$ cat config.mk
export PLATFORM = sky130hd
export DESIGN_NAME = id_ex_elastic_stage
export DESIGN_NICKNAME = d
export VERILOG_FILES = /design/src/rtl/id_ex_pkg.sv /design/src/rtl/pipe_payload_reg.sv /design/src/rtl/id_ex_elastic_stage.sv
export SDC_FILE = /design/constraint.sdc
export NUM_CORES = 1
export LEC_CHECK = 0
export CAP_MARGIN = 40
export CORE_MARGIN = 1.5
export CORE_UTILIZATION = 46
export CTS_CLUSTER_SIZE = 24
export DETAILED_ROUTE_END_ITERATION = 8
export GPL_ROUTABILITY_DRIVEN = 1
export GPL_TIMING_DRIVEN = 1
export HOLD_SLACK_MARGIN = 0.1
export PLACE_DENSITY = 0.83
export SLEW_MARGIN = 20
export SYNTH_ARGS = -nofsm -noshare
export SYNTH_HDL_FRONTEND = slang
export SYNTH_SLANG_ARGS = --single-unit
$ cat constraint.sdc
create_clock -name Clk -period 5.2 [get_ports Clk]
set_input_delay 1.04 -clock Clk [delete_from_list [all_inputs] [get_ports Clk]]
set_output_delay 1.04 -clock Clk [all_outputs]
set_load 0.02 [all_outputs]
$ cat src/rtl/id_ex_pkg.sv
// Shared types and width helpers for the ID/EX elastic pipeline stage.
package id_ex_pkg;

  typedef enum logic [1:0] {
    EMPTY = 2'd0,
    ONE   = 2'd1,
    FULL  = 2'd2
  } state_t;

  localparam int unsigned DATA_W = 32;
  localparam int unsigned RD_W   = 5;
  localparam int unsigned CTRL_W = 4;

  // Packed entry layout: {ALUctrl, Data1, Data2, Rd, RegWrite}
  function automatic int unsigned payload_w(input int unsigned ctrl_w,
                                            input int unsigned data_w,
                                            input int unsigned rd_w);
    return ctrl_w + 2 * data_w + rd_w + 1;
  endfunction

endpackage

$ cat src/rtl/pipe_payload_reg.sv
// Payload register with load enable and asynchronous active-high clear.
module pipe_payload_reg #(
  parameter int unsigned W = 8
) (
  input  logic         clk,
  input  logic         clr,
  input  logic         ld,
  input  logic [W-1:0] d,
  output logic [W-1:0] q
);

  always_ff @(posedge clk or posedge clr) begin
    if (clr) q <= '0;
    else if (ld) q <= d;
  end

endmodule

$ cat src/rtl/id_ex_elastic_stage.sv
// ID/EX stage with valid/ready handshake, two-entry skid buffer, flush and
// a saturating counter of upstream stall cycles.
module id_ex_elastic_stage #(
  parameter int unsigned DATA_W = id_ex_pkg::DATA_W,
  parameter int unsigned RD_W   = id_ex_pkg::RD_W,
  parameter int unsigned CTRL_W = id_ex_pkg::CTRL_W,
  parameter int unsigned CNT_W  = 16
) (
  input  logic              Clk,
  input  logic              Reset,
  input  logic              in_valid,
  output logic              in_ready,
  input  logic [CTRL_W-1:0] ALUctrl,
  input  logic [DATA_W-1:0] Data1,
  input  logic [DATA_W-1:0] Data2,
  input  logic [RD_W-1:0]   Rd,
  input  logic              RegWrite,
  input  logic              flush,
  output logic              out_valid,
  input  logic              out_ready,
  output logic [CTRL_W-1:0] ALUctrl_ID_EX,
  output logic [DATA_W-1:0] Data1_ID_EX,
  output logic [DATA_W-1:0] Data2_ID_EX,
  output logic [RD_W-1:0]   Rd_ID_EX,
  output logic              RegWrite_ID_EX,
  output logic [CNT_W-1:0]  stall_cnt
);

  import id_ex_pkg::*;

  localparam int unsigned PW       = payload_w(CTRL_W, DATA_W, RD_W);
  localparam int unsigned RD_LSB   = 1;
  localparam int unsigned D2_LSB   = RD_LSB + RD_W;
  localparam int unsigned D1_LSB   = D2_LSB + DATA_W;
  localparam int unsigned CTRL_LSB = D1_LSB + DATA_W;

  state_t        state_q, state_d;
  logic          ld_main, ld_skid, main_from_skid;
  logic          in_fire, out_fire;
  logic [PW-1:0] in_payload, main_d, main_q, skid_q;

  assign in_ready   = (state_q != FULL);
  assign out_valid  = (state_q != EMPTY);
  assign in_fire    = in_valid && in_ready;
  assign out_fire   = out_valid && out_ready;
  assign in_payload = {ALUctrl, Data1, Data2, Rd, RegWrite};
  assign main_d     = main_from_skid ? skid_q : in_payload;

  always_ff @(posedge Clk or posedge Reset) begin
    if (Reset) state_q <= EMPTY;
    else state_q <= state_d;
  end

  // Next state and entry load enables; flush overrides every transfer
  always_comb begin
    state_d        = state_q;
    ld_main        = 1'b0;
    ld_skid        = 1'b0;
    main_from_skid = 1'b0;
    case (state_q)
      EMPTY: begin
        if (in_fire) begin
          ld_main = 1'b1;
          state_d = ONE;
        end
      end
      ONE: begin
        if (in_fire && out_fire) begin
          ld_main = 1'b1;
        end else if (in_fire) begin
          ld_skid = 1'b1;
          state_d = FULL;
        end else if (out_fire) begin
          state_d = EMPTY;
        end
      end
      FULL: begin
        if (out_fire) begin
          ld_main        = 1'b1;
          main_from_skid = 1'b1;
          state_d        = ONE;
        end
      end
      default: state_d = EMPTY;
    endcase
    if (flush) begin
      state_d = EMPTY;
      ld_main = 1'b0;
      ld_skid = 1'b0;
    end
  end

  pipe_payload_reg #(.W(PW)) u_main (
    .clk (Clk),
    .clr (Reset),
    .ld  (ld_main),
    .d   (main_d),
    .q   (main_q)
  );

  pipe_payload_reg #(.W(PW)) u_skid (
    .clk (Clk),
    .clr (Reset),
    .ld  (ld_skid),
    .d   (in_payload),
    .q   (skid_q)
  );

  assign ALUctrl_ID_EX  = main_q[CTRL_LSB +: CTRL_W];
  assign Data1_ID_EX    = main_q[D1_LSB +: DATA_W];
  assign Data2_ID_EX    = main_q[D2_LSB +: DATA_W];
  assign Rd_ID_EX       = main_q[RD_LSB +: RD_W];
  assign RegWrite_ID_EX = main_q[0] && out_valid;

  // Saturating stall counter; survives flush
  always_ff @(posedge Clk or posedge Reset) begin
    if (Reset) stall_cnt <= '0;
    else if (in_valid && !in_ready && (stall_cnt != {CNT_W{1'b1}}))
      stall_cnt <= stall_cnt + CNT_W'(1);
  end

endmodule
### Word-level counts from Yosys, hierarchy flattened

Index checks and enable logic that the tools add are counted.

* register bits after elaboration: 166
* bits of input ports: 79
* logic and storage cells: 40
* output and inout port bits: 92

* equality and inequality tests: 8
* add/subtract/negate cells: 1
* reductions and logical operators: 10
* multiplexer cells: 17

Operators with widths (number)
* 74-bit 2-to-1 mux: 1
* 16-bit by 1-bit adder with 16-bit output, second input constant: 1
* 16-bit inequality test, second input constant: 1
* 2-bit 2-to-1 mux: 6
* 3-bit inequality test, second input constant: 3
* 1-bit 2-to-1 mux: 8
* 1-bit logical AND: 6
* 2-bit case mux with 3 select lines: 1
* 4-bit inequality test, second input constant: 1
* 4-bit AND reduction: 1
* 1-bit case mux with 3 select lines: 1
* 2-bit by 1-bit == test with 1-bit output, second input constant: 1
* 2-bit == test, second input constant: 1
* 2-bit logical NOT: 1
* 2-bit inequality test, second input constant: 1
* 2-bit nonzero test: 1
* 1-bit logical NOT: 1

### Depth between registers and ports, before layout

Gate-level depths: netlist of the first run.

* depth after elaboration: 7
* mapped depth: 7
* mapped depth without buffers: 5

### Cells and area by module

A second synthesis of the first run with hierarchy kept.

* cell total of the unflattened synthesis: 495
* area, all modules: 7885.1 um^2

Modules (own cells, without submodules)
* pipe_payload_reg: sequential area each 1851.8 um^2, cells each 157, area an instance 2997.9 um^2, instances 2
* id_ex_elastic_stage: sequential area each 450.4 um^2, cells each 181, area an instance 1889.3 um^2, instances 1

### Least setup slack after synthesis of the first run

No wires, ideal clock.

* path type: input to register
* start: input in_valid
* end: register u_main.q[21]
* cell stages on the path: 6
* arrival: 2.124 ns
* setup slack: 2.951 ns
* library setup time: 0.125 ns
* path buffers: 2
* required time: 5.075 ns
* cell sequence: nor2b_1 and2_1 o21bai_1 buf_6 buf_4 mux2_2

* cells in the longest elaborated chain, start to end: 5
* elaborated cells on any way between the ends: 6
* classes of those cells: mux (4); reduce/logical (2)

RTL lines
* start, declared: line id_ex_elastic_stage.sv:11 `input logic in_valid,`
* 1-bit logical AND *: line id_ex_elastic_stage.sv:44 `assign in_fire = in_valid && in_ready;`
* 1-bit logical AND: line id_ex_elastic_stage.sv:68 `if (in_fire && out_fire) begin`
* 1-bit 2-to-1 mux: line id_ex_elastic_stage.sv:68
* 1-bit case mux with 3 select lines *: line id_ex_elastic_stage.sv:60 `case (state_q)`
* 1-bit 2-to-1 mux *: line id_ex_elastic_stage.sv:86 `if (flush) begin`
* end signal, assigned: line pipe_payload_reg.sv:13 `if (clr) q <= '0;`
* end signal, assigned: line pipe_payload_reg.sv:14 `else if (ld) q <= d;`
* end, declared: line pipe_payload_reg.sv:9 `output logic [W-1:0] q`

Mark *: on every way between the ends. The rest lies on a longest branch, timed or not.
A chain may end at the register's enable or synchronous reset.

### Worst setup path after layout of the first run

* start: register state_q[0]
* end: output RegWrite_ID_EX

* cells in the longest elaborated chain, start to end: 2

RTL lines
* start, declared: line id_ex_elastic_stage.sv:37 `state_t state_q, state_d;`
* start signal, assigned: line id_ex_elastic_stage.sv:51 `else state_q <= state_d;`
* 2-bit nonzero test: line id_ex_elastic_stage.sv:43 `assign out_valid = (state_q != EMPTY);`
* 1-bit logical AND: line id_ex_elastic_stage.sv:113 `assign RegWrite_ID_EX = main_q[0] && out_valid;`
* end, declared: line id_ex_elastic_stage.sv:25 `output logic RegWrite_ID_EX,`

No other way between the ends.

==> results of run 1 <==
stage by stage:
step / hold slack, ns / utilization, % / setup slack [ns]
after floorplan: 0.456 / - / 2.05
after global placement: 0.470 / 55.5 / 1.63
after detailed placement: 0.485 / 55.8 / 1.90
after CTS: 0.499 / 59.5 / 2.18
after global routing: 0.505 / 59.5 / 2.14
final: 0.493 / 59.5 / 2.21
state kept, by name (all words and copies together), names as in the netlist:
signal	flops
u_main.q	74
u_skid.q	74
stall_cnt	16
state_q	2
cells in the mapped netlist:
| cell type | n | share of area (%) |
|---|---|---|
| buf_2 | 16 | 1.0 |
| and2_1 | 2 | 0.16 |
| nor4_1 | 2 | 0.16 |
| nand4_1 | 2 | 0.16 |
| or3b_2 | 1 | 0.11 |
| inv_1 | 2 | 0.095 |
| nand3b_1 | 1 | 0.095 |
| a21boi_0 | 1 | 0.095 |
| a21oi_1 | 3 | 0.19 |
| nor4_4 | 1 | 0.27 |
| xnor2_1 | 3 | 0.33 |
| nand3_1 | 7 | 0.44 |
| buf_4 | 80 | 7.6 |
| mux2_4 | 1 | 0.19 |
| o21bai_1 | 1 | 0.095 |
| mux2i_1 | 1 | 0.13 |
| nand4_4 | 1 | 0.27 |
| nor3b_1 | 1 | 0.095 |
| nand4b_1 | 1 | 0.11 |
| buf_6 | 2 | 0.28 |
| and4_2 | 1 | 0.13 |
| mux2_2 | 169 | 24 |
| clkbuf_1 | 1 | 0.047 |
| or3_4 | 1 | 0.14 |
| nor3_2 | 3 | 0.38 |
| mux2_1 | 56 | 7.9 |
| nor2_1 | 6 | 0.28 |
| nand3b_4 | 1 | 0.25 |
| nor4_2 | 2 | 0.32 |
| nand2_1 | 10 | 0.47 |
| nand2b_1 | 3 | 0.24 |
| nor2_2 | 1 | 0.079 |
| or2_2 | 1 | 0.079 |
| dfrtp_1 | 166 | 52 |
| ha_1 | 1 | 0.16 |
| or2_1 | 1 | 0.079 |
| nor2b_1 | 1 | 0.079 |
| o21ai_0 | 1 | 0.063 |
| nor3_1 | 3 | 0.19 |
| xor2_1 | 8 | 0.88 |
worst max-delay path by stage:
stage / startpoint / to / slack, ns
2_1_floorplan: Reset / stall_cnt[0] / 2.05
3_3_place_gp: in_valid / u_skid.q[31] / 1.63
3_5_place_dp: out_ready / u_main.q[30] / 1.90
4_1_cts: state_q[0] / RegWrite_ID_EX / 2.18
5_1_grt: state_q[0] / RegWrite_ID_EX / 2.14
6_report: state_q[0] / RegWrite_ID_EX / 2.21
per-layer routing:
metal	vias up	track usage [%]
li1	2094	-
met1	2396	20.9
met2	114	31.6
met3	11	4.23
met4	0	4.66
met5	-	0
power groups by stage:
| stage | sequential [mW] | clock (mW) | combinational, mW |
|---|---|---|---|
| finish | 1.74 | 1.30 | 0.874 |
| global route | 1.78 | 1.39 | 0.935 |
| CTS | 1.75 | 1.33 | 0.889 |
| detailed placement | 1.77 | 0 | 0.886 |
| global placement | 1.74 | 0 | 0.855 |
| floorplan | 1.72 | 0 | 0.664 |
worst max-delay path, cell delays in order, from the launching register on:
cell             delay (ns)
dfrtp_1                0.48
or2_2                  0.36
and2_1                 0.17
clkdlybuf4s50_1        0.54
final cells by class:
| cell class | count | share of cell area (%) |
|---|---|---|
| sequential | 166 | 41.8 |
| multi-input combinational | 298 | 31.1 |
| timing repair buffer | 176 | 18.0 |
| clock buffer | 21 | 4.73 |
| tap | 220 | 2.77 |
| clock inverter | 11 | 1.49 |
| inverter | 2 | 0.113 |
cells by family after synthesis:
family,Yosys count,synth area share (%)
multiplexers,227,32.3
flip-flops,166,52.4
buffers and inverters,101,9.00
AND/OR/NAND/NOR,53,4.57
XOR/XNOR,11,1.21
AO/OA/AOI/OAI,6,0.442
adder cells (fa/ha/maj),1,0.158
==> results_dict.tcl, run 1 <==
set metrics [dict create \
    drive_above_1_share_pct 33.1 \
    combinationalPowerShare_pct 22.3 \
    hold_path_depth 1 \
    r2r_end "u_main.q[30]" \
    antenna_found_initial 0 \
    gr-usage-all-layers_pct 17.6 \
    fp.coreArea_um2 16700 \
    via_count 4615 \
    fillers 1300 \
    die-area_um2 18000 \
    die_h_um 134 \
    drtIter0Drc 145 \
    powerDensity_nw_per_um2 394 \
    synth_area_um2 7930 \
    gp_congestion 0.732 \
    critPathRequiredTime_ns 4.16 \
    routed_via_density 5.16 \
    wl_met3_um 679 \
    maxCapViolCount 0 \
    grt_max_degree 97 \
    die_width_um 134 \
    top_layer "met4" \
    synth_nets 645 \
    placed_area_um2 9320 \
    whs_endpoint "u_main.q[0]" \
    area_delta_synth_final_pct 25.3 \
    regArea_um2 4150 \
    clock_latency_ns 0.41 \
    numCtsBuffers 17 \
    finalNonFillerCells 894 \
    pwr-share-clk_pct 33.1 \
    r2r_start "state_q[0]" \
    final.period_utilization_pct 57.5 \
    worstHoldPathType "reg2reg" \
    p_sw_mw 1.03 \
    rsz0062_at_grt "false" \
    worst_pin_slew_ns 0.736 \
    max_slew_margin_pct 50.9 \
    fmaxAchievable_mhz 335 \
    ir_worst_vdd_mv 0.227 \
    crit_fanout 9 \
    cts_resized 0 \
    port_buffers 170 \
    cts_htree_levels 4 \
    clk_root_buffer_cell "clkbuf_16" \
    most-common-layout-cells "clkdlybuf4s50_1, mux2_2, dfrtp_1" \
    io_pins 171 \
    path_clk_slew_ns 0.06 \
    wl_per_cell_um 17.0 \
    drtAntennaViolNets 0 \
    switching_share_pct 26.3 \
    period_minus_slack_ns 2.99 \
    num_antenna_cells 0 \
    leakagePower_nw 4.24 \
    p_int_mw 2.88 \
    multi_input_area_um2 3090 \
    seqPwrFrac_pct 44.6 \
    dp_cells 862 \
    wirelength_um 15200 \
    hold_start "u_main.q[0]" \
    start_util_pct 47.5 \
    cts_tree "done" \
    met2RoutedLength_um 7950 \
    worstSetupPathType "reg2out" \
    setup_viol 0 \
    overflow 0 \
    rows 47 \
    cts_buffer_depth 2 \
    ff2ff_path_depth 4 \
    slew_viol_final 0 \
    outcome "finished clean" \
    layout_commonest_cell "clkdlybuf4s50_1" \
    tns_ns 0 \
    worstSetupStartpointType "flip-flop" \
    total_power_mw 3.91 \
    rrSetupSlack_ns 2.98 \
    fin_skew_ns 0.00697 \
    endpoint_kind "output port" \
    clock-sinks 166 \
    ys_seq_elements 166 \
    stdcell_area_um2 9940 \
    postSynthAreaPerCell_um2 14.0 \
    dpl.hpwl_um 10500 \
    yosys_warnings 0 \
    route.detailed.drc 0 \
    finalNetCount 741 \
    postCtsHoldBufs 0 \
    yosysSeqAreaShare_pct 52.4 \
    cts_setup_buffers 0 \
    grt_pass1_vias 5116 \
    yosysUniqueCellTypes 40 \
    grt_pass1_wl_um 25200 \
    finalHoldViolCount 0 \
    cp.arrival_ns 1.95 \
    firstDrtPassIters 4 \
    syn_inst 565 \
    met1_length_um 6370 \
]
(Power assumes the default switching activity.)
==> run 2: changes to the inputs <==
--- a/config.mk
+++ b/config.mk
@@ -7,13 +7,13 @@
 export LEC_CHECK = 0
 export CAP_MARGIN = 40
 export CORE_MARGIN = 1.5
-export CORE_UTILIZATION = 46
+export CORE_UTILIZATION = 51
 export CTS_CLUSTER_SIZE = 24
 export DETAILED_ROUTE_END_ITERATION = 8
 export GPL_ROUTABILITY_DRIVEN = 1
 export GPL_TIMING_DRIVEN = 1
 export HOLD_SLACK_MARGIN = 0.1
-export PLACE_DENSITY = 0.83
+export PLACE_DENSITY = 0.87
 export SLEW_MARGIN = 20
 export SYNTH_ARGS = -nofsm -noshare
 export SYNTH_HDL_FRONTEND = slang
==> constraint.sdc (replaced) <==
create_clock -name Clk -period 2.85 [get_ports Clk]
set_input_delay 0.57 -clock Clk [delete_from_list [all_inputs] [get_ports Clk]]
set_output_delay 0.57 -clock Clk [all_outputs]
set_load 0.02 [all_outputs]
==> run 2 against run 1 <==
Flip-flop and latch count unchanged. Die area down 9.6%. Critical path depth unchanged. Largest power group unchanged. Final cell count down 3.0%. Sequential power up 83%. Total power up 81%. Clock power up 76%. Via count down 0.35%. Worst hold slack worse by 0.0025 ns. Sequential share of layout area down 0.16 points. Clock skew down 0.00087 ns. Core utilization up 6.1 points.
==> results_dict.tcl, run 2 (synthesized netlist as in run 1, its figures left out) <==
set metrics [dict create \
    routed_via_density 5.30 \
    clock_latency_ns 0.42 \
    cts_resized 0 \
    antenna_found_initial 0 \
    max_slew_margin_pct 63.4 \
    crit_start "state_q[0]" \
    fin_worst_hold_slack_ns 0.491 \
    die-area_um2 16300 \
    gp_congestion 0.789 \
    fp.coreArea_um2 15200 \
    rsz0062_at_grt "false" \
    cts_tree "done" \
    dp_cells 835 \
    die_width_um 128 \
    most-common-layout-cells "clkdlybuf4s50_1, mux2_2, dfrtp_1" \
    hold_start "u_main.q[38]" \
    finalHoldViolCount 0 \
    powerDensity_nw_per_um2 710 \
    area_delta_synth_final_pct 25.8 \
    grt_pass1_vias 4922 \
    hold_path_depth 1 \
    fmaxAchievable_mhz 401 \
    clk_root_buffer_cell "clkbuf_16" \
    via_count 4599 \
    drtAntennaViolNets 0 \
    start_util_pct 52.2 \
    grtUsageMet2_pct 32.8 \
    crit_fanout 9 \
    firstDrtPassIters 4 \
    grt_pass1_wl_um 25300 \
    final.period_utilization_pct 87.4 \
    placed_area_um2 9390 \
    finalNetCount 746 \
    dpl.hpwl_um 10500 \
    ff2ff_path_depth 5 \
    worstSetupPathType "reg2out" \
    path_clk_slew_ns 0.06 \
    endpoint_kind "output port" \
    ir_worst_vdd_mv 0.397 \
    grt_max_degree 58 \
    setup_viol 0 \
    fin_skew_ns 0.00610 \
    wl_per_cell_um 17.7 \
    io_pins 171 \
    postLayoutCoreUtil_pct 65.6 \
    critPathRequiredTime_ns 2.28 \
    r2r_start "stall_cnt[0]" \
    numCtsBuffers 17 \
    stdcell_area_um2 9980 \
    finalNonFillerCells 867 \
    drive_above_1_share_pct 33.6 \
    die_h_um 128 \
    tns_ns 0 \
    cp.arrival_ns 1.92 \
    num_antenna_cells 0 \
    leakagePower_nw 4.26 \
    overflow 0 \
    gr-usage-all-layers_pct 19.8 \
    rows 45 \
    layout_commonest_cell "clkdlybuf4s50_1" \
    busiest_layer "met2" \
    grt.met3_usage_pct 5.01 \
    outcome "finished clean" \
    worstSetupStartpointType "flip-flop" \
    clock-sinks 166 \
    wirelength_um 15300 \
    maxCapViolCount 0 \
    cts_htree_levels 4 \
    top_regs "u_main.q: 74 flops, u_skid.q: 74 flops, stall_cnt: 16 flops" \
    slew_viol_final 0 \
    drtIter0Drc 184 \
    postCtsHoldBufs 0 \
    worstHoldPathType "reg2reg" \
    fillers 1088 \
    grt_util_met1_pct 25.6 \
    port_buffers 170 \
    cts_setup_buffers 0 \
    route.detailed.drc 0 \
    period_minus_slack_ns 2.49 \
    cts_buffer_depth 2 \
    worst_pin_slew_ns 0.548 \
]
## run 2: cell count changes in the layout (fill, tap and decap cells not counted)
cell	delta
buf_4	-1
buf_12	+7
bufinv_16	-1
clkinvlp_4	+6
inv_6	+3
clkinv_2	-3
clkbuf_8	-2
buf_16	-1
clkinv_4	-3
## run 2: path summary, 6_finish.rpt
| check | endpoint | slack [ns] |
|---|---|---|
| hold reg to reg | u_main.q[38] | 0.49 |
| min in group asynchronous | u_main.q[44] | 0.55 |
| hold / removal | u_main.q[38] | 0.49 |
| setup reg to reg | stall_cnt[1] | 0.88 |
| max in group asynchronous | u_main.q[72] | 1.64 |
| setup / recovery | RegWrite_ID_EX | 0.36 |
## run 2: stage by stage
step	setup WS [ns]	total power [mW]
floorplan	0.167	4.34
global placement	0.359	4.74
detailed placement	0.266	4.84
CTS	0.335	7.15
global route	0.285	7.40
finish	0.358	7.08
## run 2: layout make-up
cell class                 count  area (um^2)  share of cell area [%]
tap                          188          235                    2.36
sequential                   166         4150                    41.6
clock inverter                13          148                    1.48
multi-input combinational    298         3090                    31.0
inverter                       2         11.3                   0.113
timing repair buffer         181         1900                    19.0
clock buffer                  19          443                    4.44
## run 2: layer usage
metal | wire, um | vias to the layer above | part of all wire [%]
li1 | - | 2110 | -
met1 | 6620 | 2342 | 43
met2 | 7660 | 128 | 50
met3 | 748 | 17 | 4.9
met4 | 221 | 2 | 1.4
met5 | 60 | - | 0.39
## run 2: power by group
group          total [mW]  internal (mW)  switching [mW]
Combinational        1.61          0.929           0.681
Sequential           3.18           2.89           0.289
Clock                2.29           1.32           0.969
Total                7.08           5.14            1.94
## run 2: critical path: stages, from the launching register on
cell             delay [ns]
dfrtp_1                0.48
or2_2                  0.34
and2_1                 0.16
clkdlybuf4s50_1        0.53
==> patch 1 (config.mk and constraints of run 2) <==
`CTRL_W`: 4 -> 6.
--- a/src/rtl/id_ex_pkg.sv
+++ b/src/rtl/id_ex_pkg.sv
@@ -10,5 +10,5 @@
   localparam int unsigned DATA_W = 32;
   localparam int unsigned RD_W   = 5;
-  localparam int unsigned CTRL_W = 4;
+  localparam int unsigned CTRL_W = 6;
 
   // Packed entry layout: {ALUctrl, Data1, Data2, Rd, RegWrite}
Ports: changed (resized ALUctrl and ALUctrl_ID_EX); port bits go from 171 to 175. No check against the original RTL was run, so the function may have changed too.
==> patch 1 against run 2 <==
Maximum frequency down 2.7%; routed wire length up 7.0%; register-to-register slack better by 30 ps; count of clock-buffer cells in the layout up 6; combinational power up 9.9%; first-iteration DRC count up 3.3%; cell area up 2.9%; via count up 2.1%; utilization down 1.0 points; sequential cell count up 4; area after synthesis up 4.9%; setup slack worse by 68 ps; non-clock buffer count up 1; power up 2.2%; critical path type unchanged; critical endpoint unchanged; largest cell class unchanged.
==> patch 1: results (changes against run 2) <==
metric	value	unit	change
ant_nets	0		unchanged
post-cts-setup-buffers	0		unchanged
place.gp.congestion	0.8387		was 0.7888
slew_headroom	0.5976		was 0.6339
num_vias	4696		was 4599
cp_data_arrival_time	1990	ps	was 1920 ps
cts.clk_slew.worst_paths	60	ps	about the same
p_leak	4.528	nW	was 4.259 nW
post-place-ws	330.2	ps	was 265.9 ps
drt_iter0_markers	190		was 184
ir_drop	0.5159	mV	was 0.3973 mV
num_antenna_cells	0		unchanged
synthTopCellsByArea	dfrtp_1 51%, mux2_2 26%, mux2_4 7.4%		was dfrtp_1 52%, mux2_2 24%, mux2_1 7.9%
synth_fp_nets	655		was 645
r2r_setup_slack	910	ps	was 880 ps
start_kind	register		unchanged
synthArstFlopShare	1.000		unchanged
layout-drive-gt1-share	0.4052		was 0.3358
firstDrtPassIters	4		unchanged
hpwl	11210	um	was 10540 um
finalCritPeriodShare	0.8982		was 0.8743
ys_seq_area_frac	0.5110		was 0.5236
numCtsBuffers	17		unchanged
run_status	completed		unchanged
port_buffers	174		was 170
final.setup_skew	10.99	ps	was 6.098 ps
synth_top_cells_by_count	190 x mux2_2, 170 x dfrtp_1, 75 x buf_4		was 169 x mux2_2, 166 x dfrtp_1, 80 x buf_4
met3_usage	0.08265		was 0.05008
groute.usage.overall	0.2006		was 0.1978
placed_area	0.009703	sq mm	was 0.009387 sq mm
switching_share	0.2669		was 0.2739
grtUsageMet1	0.2361		was 0.2556
whs_path_depth	1		unchanged
grt_pass1_vias	5240		was 4922
ctsRootBufferMaster	clkbuf_16		unchanged
holdPathEnd	stall_cnt[9]		was u_main.q[38]
slowest_delay	560	ps	was 530 ps
worstSkewPairLatency	420	ps	about the same
worst_hold_startpoint	stall_cnt[9]		was u_main.q[38]
critPathCapture	RegWrite_ID_EX		unchanged
ys_types	37		was 40
totalWireLength	16380	um	was 15310 um
met2_usage	0.3384		was 0.3280
nets	756		was 746
grt_max_degree	111		was 58
grt_pass1_wl	26190	um	was 25300 um
top_regs	u_main.q: 76 flops, u_skid.q: 76 flops, stall_cnt: 16 flops		was u_main.q: 74 flops, u_skid.q: 74 flops, stall_cnt: 16 flops
rr_worst_depth	5		unchanged
crit_start	state_q[0]		unchanged
-- patch 1: power groups by stage --
stage | Combinational, mW | Clock [mW] | Sequential [mW]
floorplan | 1.37 | 0 | 3.21
global placement | 1.72 | 0 | 3.26
detailed placement | 1.79 | 0 | 3.31
CTS | 1.80 | 2.24 | 3.28
global route | 1.89 | 2.36 | 3.34
finish | 1.77 | 2.19 | 3.28
-- patch 1: worst register-to-register path: cells and delay by family (launching register included) --
family	cells	cell delay [ps]
adders and majority gates	1	260
muxes	1	310
DFF	1	450
and+or+nand+nor	3	820
-- patch 1: layer usage --
layer | wire [um] | share of wire
met1 | 6806 | 0.42
met2 | 8022 | 0.49
met3 | 1315 | 0.080
met4 | 233 | 0.014
met5 | 0 | 0
-- patch 1: metrics by stage --
stage,hold slack (ps),std cells,power [mW],utilization
3_5_place_dp,481.2,871,5.103,0.6108
6_report,495.3,902,7.237,0.6460
4_1_cts,493.6,902,7.321,0.6460
2_1_floorplan,472.9,573,4.583,-
5_1_grt,511.0,902,7.592,0.6460
3_3_place_gp,479.6,871,4.986,0.6108
-- patch 1: cell type report --
| type | count | area (sq um) |
|---|---|---|
| well taps | 216 | 270.3 |
| repair buffers | 182 | 1889 |
| clock buffers | 25 | 495.5 |
| clock inverters | 6 | 63.81 |
| fillers | 1164 | 5623 |
| inverters | 2 | 11.26 |
| flip-flops and latches | 170 | 4254 |
| multi-input cells | 301 | 3278 |
-- patch 1: cell families (layout without fill, tap and decap cells) --
group | after synthesis | count (layout) | synth area share
AOI/OAI and AO/OA | 6 | 6 | 0.006314
DFF | 170 | 170 | 0.5110
buffers and inverters | 102 | 215 | 0.09665
muxes | 233 | 233 | 0.3334
xor gates and xnor gates | 11 | 11 | 0.01157
and+or+nand+nor | 50 | 50 | 0.03953
adders and majority gates | 1 | 1 | 0.001503
==> patch 2 (settings of run 2) <==
Without the edit above. Encoding of `state_t`: now one-hot (3 bits for 3 states).
--- a/src/rtl/id_ex_pkg.sv
+++ b/src/rtl/id_ex_pkg.sv
@@ -2,8 +2,8 @@
 package id_ex_pkg;
 
-  typedef enum logic [1:0] {
-    EMPTY = 2'd0,
-    ONE   = 2'd1,
-    FULL  = 2'd2
+  typedef enum logic [2:0] {
+    EMPTY = 3'b001,
+    ONE   = 3'b010,
+    FULL  = 3'b100
   } state_t;
 
Behaviour: no difference found for any inputs over 10 cycles, from zero or initial values and one cycle with Reset high; not proved beyond that.
==> patch 2 against run 2 <==
Area after synthesis grew 0.58%; global-route usage about the same; cell area is 0.26% lower; maximum frequency fell by 4.7%; largest cell class unchanged; power fell by 5.5%; setup slack worse by 120 ps; critical endpoint is now out_valid; count of clock-buffer cells in the layout increased by 4; sequential cell count increased by 1; combinational power down 9%; routed wire length grew 0.58%.
==> patch 2: results (changes against run 2) <==
metric	value	unit	change
run_status	completed		unchanged
nets	749		was 746
multi_input_area	0.003052	sq mm	was 0.003089 sq mm
fp.dieW	128.1	um	was 127.7 um
route.detailed.drc	0		unchanged
hold_path.class	in2async		was reg2reg
synthTopCellsByArea	dfrtp_1 52%, mux2_2 31%, buf_4 7.0%		was dfrtp_1 52%, mux2_2 24%, mux2_1 7.9%
hpwl	10430	um	was 10540 um
r2r_setup_slack	800	ps	was 880 ps
grt_pass1_wl	25310	um	was 25300 um
placed_area	0.009358	sq mm	was 0.009387 sq mm
numCtsBuffers	17		unchanged
met2_usage	0.3365		was 0.3280
place.gp.congestion	0.7889		was 0.7888
hold_slack	492.7	ps	was 490.6 ps
grt_pass1_vias	5103		was 4922
synthArstFlopShare	1.000		unchanged
final_cells	892		was 867
synth_fp_nets	648		was 645
synthXorXnorAreaFrac	0.01537		was 0.01214
crit_start	state_q[0]		unchanged
synth_cells	568		was 565
synth_compound_area_frac	0.01066		was 0.004416
slowest_delay	590	ps	was 530 ps
yosysWarningCount	0		unchanged
synth_top_area_cell	dfrtp_1		unchanged
synth_top_cells_by_count	223 x mux2_2, 166 x dfrtp_1, 74 x buf_4		was 169 x mux2_2, 166 x dfrtp_1, 80 x buf_4
grt_max_degree	79		was 58
layout-drive-gt1-share	0.3965		was 0.3358
r2r_start	state_q[2]		was stall_cnt[0]
p_leak	4.352	nW	was 4.259 nW
groute.usage.overall	0.1978		about the same
met3_usage	0.05467		was 0.05008
dp_cells	861		was 835
port_buffers	170		unchanged
fillers	1096		was 1088
ir_drop	0.4122	mV	was 0.3973 mV
post-place-ws	252.4	ps	was 265.9 ps
ys_seq_area_frac	0.5238		was 0.5236
cp_top_family	buffers and inverters		unchanged
worstSkewPairLatency	420	ps	about the same
tightestPinTransition	555.4	ps	was 548.0 ps
rr_worst_depth	5		unchanged
synthAdderAreaFrac	0.001568		was 0.001577
cp_data_arrival_time	2040	ps	was 1920 ps
grtUsageMet1	0.2371		was 0.2556
ys_types	35		was 40
rr_endpoint	u_main.q[46]		was stall_cnt[1]
wl_per_cell	17.26	um	was 17.66 um
crit_slowest_cell	dfstp_2		was clkdlybuf4s50_1
num_vias	4688		was 4599
worstPathMaxFanout	7		was 9
synthMuxAreaShare	0.3147		was 0.3225
final.setup_skew	7.334	ps	was 6.098 ps
drt_iter0_markers	192		was 184
==> patch 2: layout make-up <==
class,count,share of cell area
Clock buffer,23,0.04703
Tap cell,211,0.02653
Multi-Input combinational cell,298,0.3067
Sequential cell,167,0.4201
Clock inverter,8,0.01232
Inverter,5,0.002263
Timing Repair Buffer,180,0.1851
==> patch 2: worst max path at each step <==
stage	to	slack (ps)
5_1_grt	out_valid	160
2_1_floorplan	stall_cnt[0]	150
3_3_place_gp	u_main.q[40]	310
3_5_place_dp	u_main.q[30]	250
6_report	out_valid	240
4_1_cts	RegWrite_ID_EX	40
==> patch 2: where the power goes <==
| part | switching (mW) | total [mW] | internal, mW |
|---|---|---|---|
| Sequential | 0.193 | 2.92 | 2.72 |
| Combinational | 0.640 | 1.47 | 0.829 |
| Clock | 0.888 | 2.30 | 1.42 |
| Total | 1.72 | 6.69 | 4.97 |
==> patch 2: layer usage <==
metal	share of wire	routed length (um)
met4	0.020	302
met2	0.51	7841
met1	0.42	6468
met3	0.051	785
met5	0	0
